<file path="src/rtl/demux8way16_hold.sv">
// Registered 1-to-8 demultiplexer: one producer fans out to eight consumers.
// Each channel has a one-deep holding register and a valid/ack handshake.
module demux8way16_hold #(
  parameter int WIDTH = 16
) (
  input  logic             clk,
  input  logic             rst,
  input  logic [WIDTH-1:0] IN,
  input  logic [2:0]       s,
  input  logic             in_valid,
  output logic             in_ready,
  output logic [WIDTH-1:0] A,
  output logic [WIDTH-1:0] B,
  output logic [WIDTH-1:0] C,
  output logic [WIDTH-1:0] D,
  output logic [WIDTH-1:0] W,
  output logic [WIDTH-1:0] X,
  output logic [WIDTH-1:0] Y,
  output logic [WIDTH-1:0] Z,
  output logic [7:0]       out_valid,
  input  logic [7:0]       ack,
  output logic [7:0]       count
);

  typedef enum logic {EMPTY = 1'b0, FULL = 1'b1} chan_state_t;

  chan_state_t      state_q [8];
  chan_state_t      state_d [8];
  logic [WIDTH-1:0] data_q  [8];
  logic [7:0]       count_q;
  logic             accept;

  // Handshake: a word transfers on an edge where in_valid && in_ready; a
  // consumer takes its word on an edge where ack[k] && out_valid[k]. A full
  // channel being acked this cycle can be refilled in the same edge.
  assign in_ready = (state_q[s] == EMPTY) || ack[s];
  assign accept   = in_valid && in_ready;

  always_comb begin
    for (int k = 0; k < 8; k++) begin
      state_d[k] = state_q[k];
      case (state_q[k])
        EMPTY: if (accept && (s == 3'(k))) state_d[k] = FULL;
        FULL: begin
          if (accept && (s == 3'(k))) state_d[k] = FULL;
          else if (ack[k])            state_d[k] = EMPTY;
        end
        default: state_d[k] = EMPTY;
      endcase
    end
  end

  always_ff @(posedge clk or posedge rst) begin
    if (rst) begin
      for (int k = 0; k < 8; k++) state_q[k] <= EMPTY;
    end else begin
      for (int k = 0; k < 8; k++) state_q[k] <= state_d[k];
    end
  end

  // Data registers keep their last word after an ack; only the valid bit drops.
  always_ff @(posedge clk or posedge rst) begin
    if (rst) begin
      for (int k = 0; k < 8; k++) data_q[k] <= '0;
    end else if (accept) begin
      data_q[s] <= IN;
    end
  end

  always_ff @(posedge clk or posedge rst) begin
    if (rst)         count_q <= 8'd0;
    else if (accept) count_q <= count_q + 8'd1;
  end

  always_comb begin
    out_valid = 8'h00;
    for (int k = 0; k < 8; k++) out_valid[k] = (state_q[k] == FULL);
  end

  assign A     = data_q[0];
  assign B     = data_q[1];
  assign C     = data_q[2];
  assign D     = data_q[3];
  assign W     = data_q[4];
  assign X     = data_q[5];
  assign Y     = data_q[6];
  assign Z     = data_q[7];
  assign count = count_q;

endmodule

</file>
<file path="config.mk">
export PLATFORM = sky130hd
export DESIGN_NAME = demux8way16_hold
export DESIGN_NICKNAME = d
export VERILOG_FILES = /design/src/rtl/demux8way16_hold.sv
export SDC_FILE = /design/constraint.sdc
export NUM_CORES = 1
export LEC_CHECK = 0
export ABC_AREA = 1
export CAP_MARGIN = 40
export CORE_MARGIN = 3
export CORE_UTILIZATION = 49
export CTS_BUF_LIST = sky130_fd_sc_hd__clkbuf_8
export CTS_CLUSTER_SIZE = 40
export DETAILED_ROUTE_END_ITERATION = 7
export PLACE_DENSITY = 0.88
export SETUP_SLACK_MARGIN = 0.05
export SLEW_MARGIN = 20
export SYNTH_ARGS = -nofsm -noshare
export SYNTH_HDL_FRONTEND = slang
export SYNTH_SLANG_ARGS = --single-unit
</file>
<file path="constraint.sdc">
create_clock -name clk -period 6.27 [get_ports clk]
set_clock_uncertainty 0.2 [all_clocks]
set_input_delay 1.254 -clock clk [delete_from_list [all_inputs] [get_ports clk]]
set_output_delay 1.254 -clock clk [all_outputs]
set_load 0.03 [all_outputs]
</file>
==> metrics.csv <==
stage,metric,value,unit
timing,RSZ-0062 raised after global routing,no,
die,IO Pins,175,
timing,Least-Margin Pin Slew,0.826,ns
worst_setup_path,crit path DAT,3.50,ns
clock_network,root buffer cell,clkbuf_8,
clock_network,"Setup Fix Bufs, Post-CTS",0,
worst_setup_path,WP data required,4.82,ns
job,max-cap violation count,0,
synth,"Seq/Total Area, Yosys",58.9,%
worst_setup_path,critical-path maximum fanout,12,
worst_setup_path,Worst path max stage delay,0.76,ns
global_routing,first-pass GRT wire length,28700,um
synth,"flops & latches, synth",144,
die,Starting Density,50.5,%
timing,hold_ws,0.283,ns
power,Max VDD drop,0.000217,V
finish,ratio of cells with drive above 1 in the final layout,7.24,%
global_routing,gr ovfl total,0,
synth,"Avg Cell Area, Syn",8.85,sq um
worst_setup_path,WS Path Type,in2out,
timing,FMAX,0.202,GHz
clock_network,hold_buf cts,0,
clock_network,Skew-Pair Late Insertion Delay,0.44,ns
power,leak pwr,4.13,nW
timing,final setup vio count,0,
synth,"Distinct cells, synth",22,
die,die height,118,um
synth,warnings from Yosys,0,
clock_network,CTS tree,done,
drt,Pre-antenna DRT Iters,7,
timing,min cycle time layout,4.95,ns
clock_network,clock net sink count,144,
global_routing,initial antenna violation count,0,
drt,WL final,18500,um
timing,Slew Limit Headroom,44.9,%
die,DIE AREA,13900,sq um
drt,DRC viols,0,
clock_network,Max Buffers Root-to-Sink,2,
clock_network,H-tree depth,4,
drt,routed vias,5458,
drt,drt wl/cell,18.0,um
placement,I/O Buffers,174,
global_routing,vias in the first global route,5273,
die,die width,118,um
finish,Final nets,874,
worst_setup_path,CP startpoint kind,input pin,
drt,post-route ant nets,0,
finish,diode count,0,
clock_network,CTS resizes,0,
synth,Syn Inst Count,692,
synth,Synth Cell Area,6120,sq um
clock_network,CTS buffer count,17,
global_routing,largest net degree at the start of global routing,69,
die,row cnt,40,
outcome,status,"complete, no violations",
drt,vias per inst,5.33,
worst_setup_path,worst path cell trace,clkdlybuf4s50_1 > inv_2 > nand2_1 > nor2_1 > nor2_1 > nand2_1 > nand2_4 > nand2_4 > inv_1 > clkdlybuf4s50_1,
die,core box area,12100,sq um
timing,setup TNS,0,ns
worst_hold_path,hold crit path type,reg2reg,
worst_setup_path,Slowest cell on crit path,clkdlybuf4s50_1,
clock_network,Worst-path clk slew,0.08,ns
synth,Syn Nets,723,
finish,Syn-to-layout area delta,35.1,%
power,Power Density,390,nW/um^2
worst_setup_path,crit end category,output port,
placement,Placer Congestion,0.874,
timing,crit share post-route,79.0,%
placement,HPWL after DPL,12200,um
timing,final hold vios,0,
timing,max-slew violation count,0,
finish,most frequent cells in the layout,"284 x nand2_1, 174 x clkdlybuf4s50_1, 144 x dfrtp_1",
drt,DR iter-0 viols,553,
finish,"commonest non-fill, non-tap cell in the layout",nand2_1,
global_routing,All-Layer GR Usage,26.5,%
## synthesized netlist by cell type, drive strengths merged
cell type	number	area (sq um)
nand2	288	1110
dfrtp	144	3600
nand3	141	706
buf	29	214
clkbuf	22	92.6
inv	21	78.8
nor2	17	83.8
o21ai	13	65.1
nand4	10	106
xor2	6	52.6
ha	1	12.5
## metal layers
layer | wire length [um] | vias to the layer above | track usage (%)
met5 | 0 | - | 0
met4 | 601 | 0 | 11.6
met3 | 1700 | 50 | 8.31
met2 | 8710 | 279 | 41.3
met1 | 7440 | 2621 | 34.3
li1 | - | 2508 | -
## power breakdown
group	total, mW	switching [mW]	internal (mW)	leakage [nW]
clock network	0.737	0.380	0.357	0.187
logic	1.21	0.738	0.476	2.13
registers	1.27	0.138	1.14	1.82
## worst paths after layout
check                                             from                   end  slack [ns]  depth (start not counted)
worst max-delay path                              s[0]              in_ready        1.32                         10
worst min-delay path                 B[10]$_DFFE_PP0P_     B[10]$_DFFE_PP0P_        0.28                          2
worst max register to register  out_valid[1]$_DFF_PP0_      B[6]$_DFFE_PP0P_        3.98                         11
worst min register to register       B[10]$_DFFE_PP0P_     B[10]$_DFFE_PP0P_        0.28                          2
max in group asynchronous                          rst      X[7]$_DFFE_PP0P_        3.70                          4
min in group asynchronous                          rst  count[2]$_DFFE_PP0P_        1.00                          2
## kinds of logic after synthesis
kind of cell               synth area share (%)
xor gates and xnor gates                  0.859
adders and majority gates                 0.204
DFF                                        58.9
buffers and inverters                      6.30
and+or+nand+nor                            32.7
AOI/OAI and AO/OA                          1.06
## state kept, by name (all words and copies together) (netlist names)
signal	cells
A	16
B	16
C	16
D	16
W	16
X	16
Y	16
Z	16
count	8
out_valid	8
## stage by stage
| stage | power, mW | std cells | worst slack, ns | util (%) | cell area [sq um] |
|---|---|---|---|---|---|
| 2_1_floorplan | 1.96 | 692 | 0.950 | - | 6120 |
| 5_1_grt | 3.36 | 1024 | 1.18 | 68.3 | 8270 |
| 3_5_place_dp | 2.50 | 991 | 1.33 | 64.9 | 7870 |
| 3_3_place_gp | 2.47 | 989 | 1.45 | 64.5 | 7820 |
| 4_1_cts | 3.24 | 1023 | 1.32 | 68.2 | 8260 |
| 6_report | 3.23 | 1024 | 1.32 | 68.3 | 8270 |
## worst max-delay path: cells and delay by family
kind	cells	cell delay [ns]
buffers and inverters	4	1.60
AND/OR/NAND/NOR	6	0.64
## area by class of cell
class	count	area [sq um]
Sequential cell	144	3600
Fill cell	1000	3840
Clock inverter	15	159
Timing Repair Buffer	183	1850
Multi-Input combinational cell	476	2130
Clock buffer	17	234
Inverter	21	83.8
Tap cell	168	210
(Power assumes the default switching activity.)
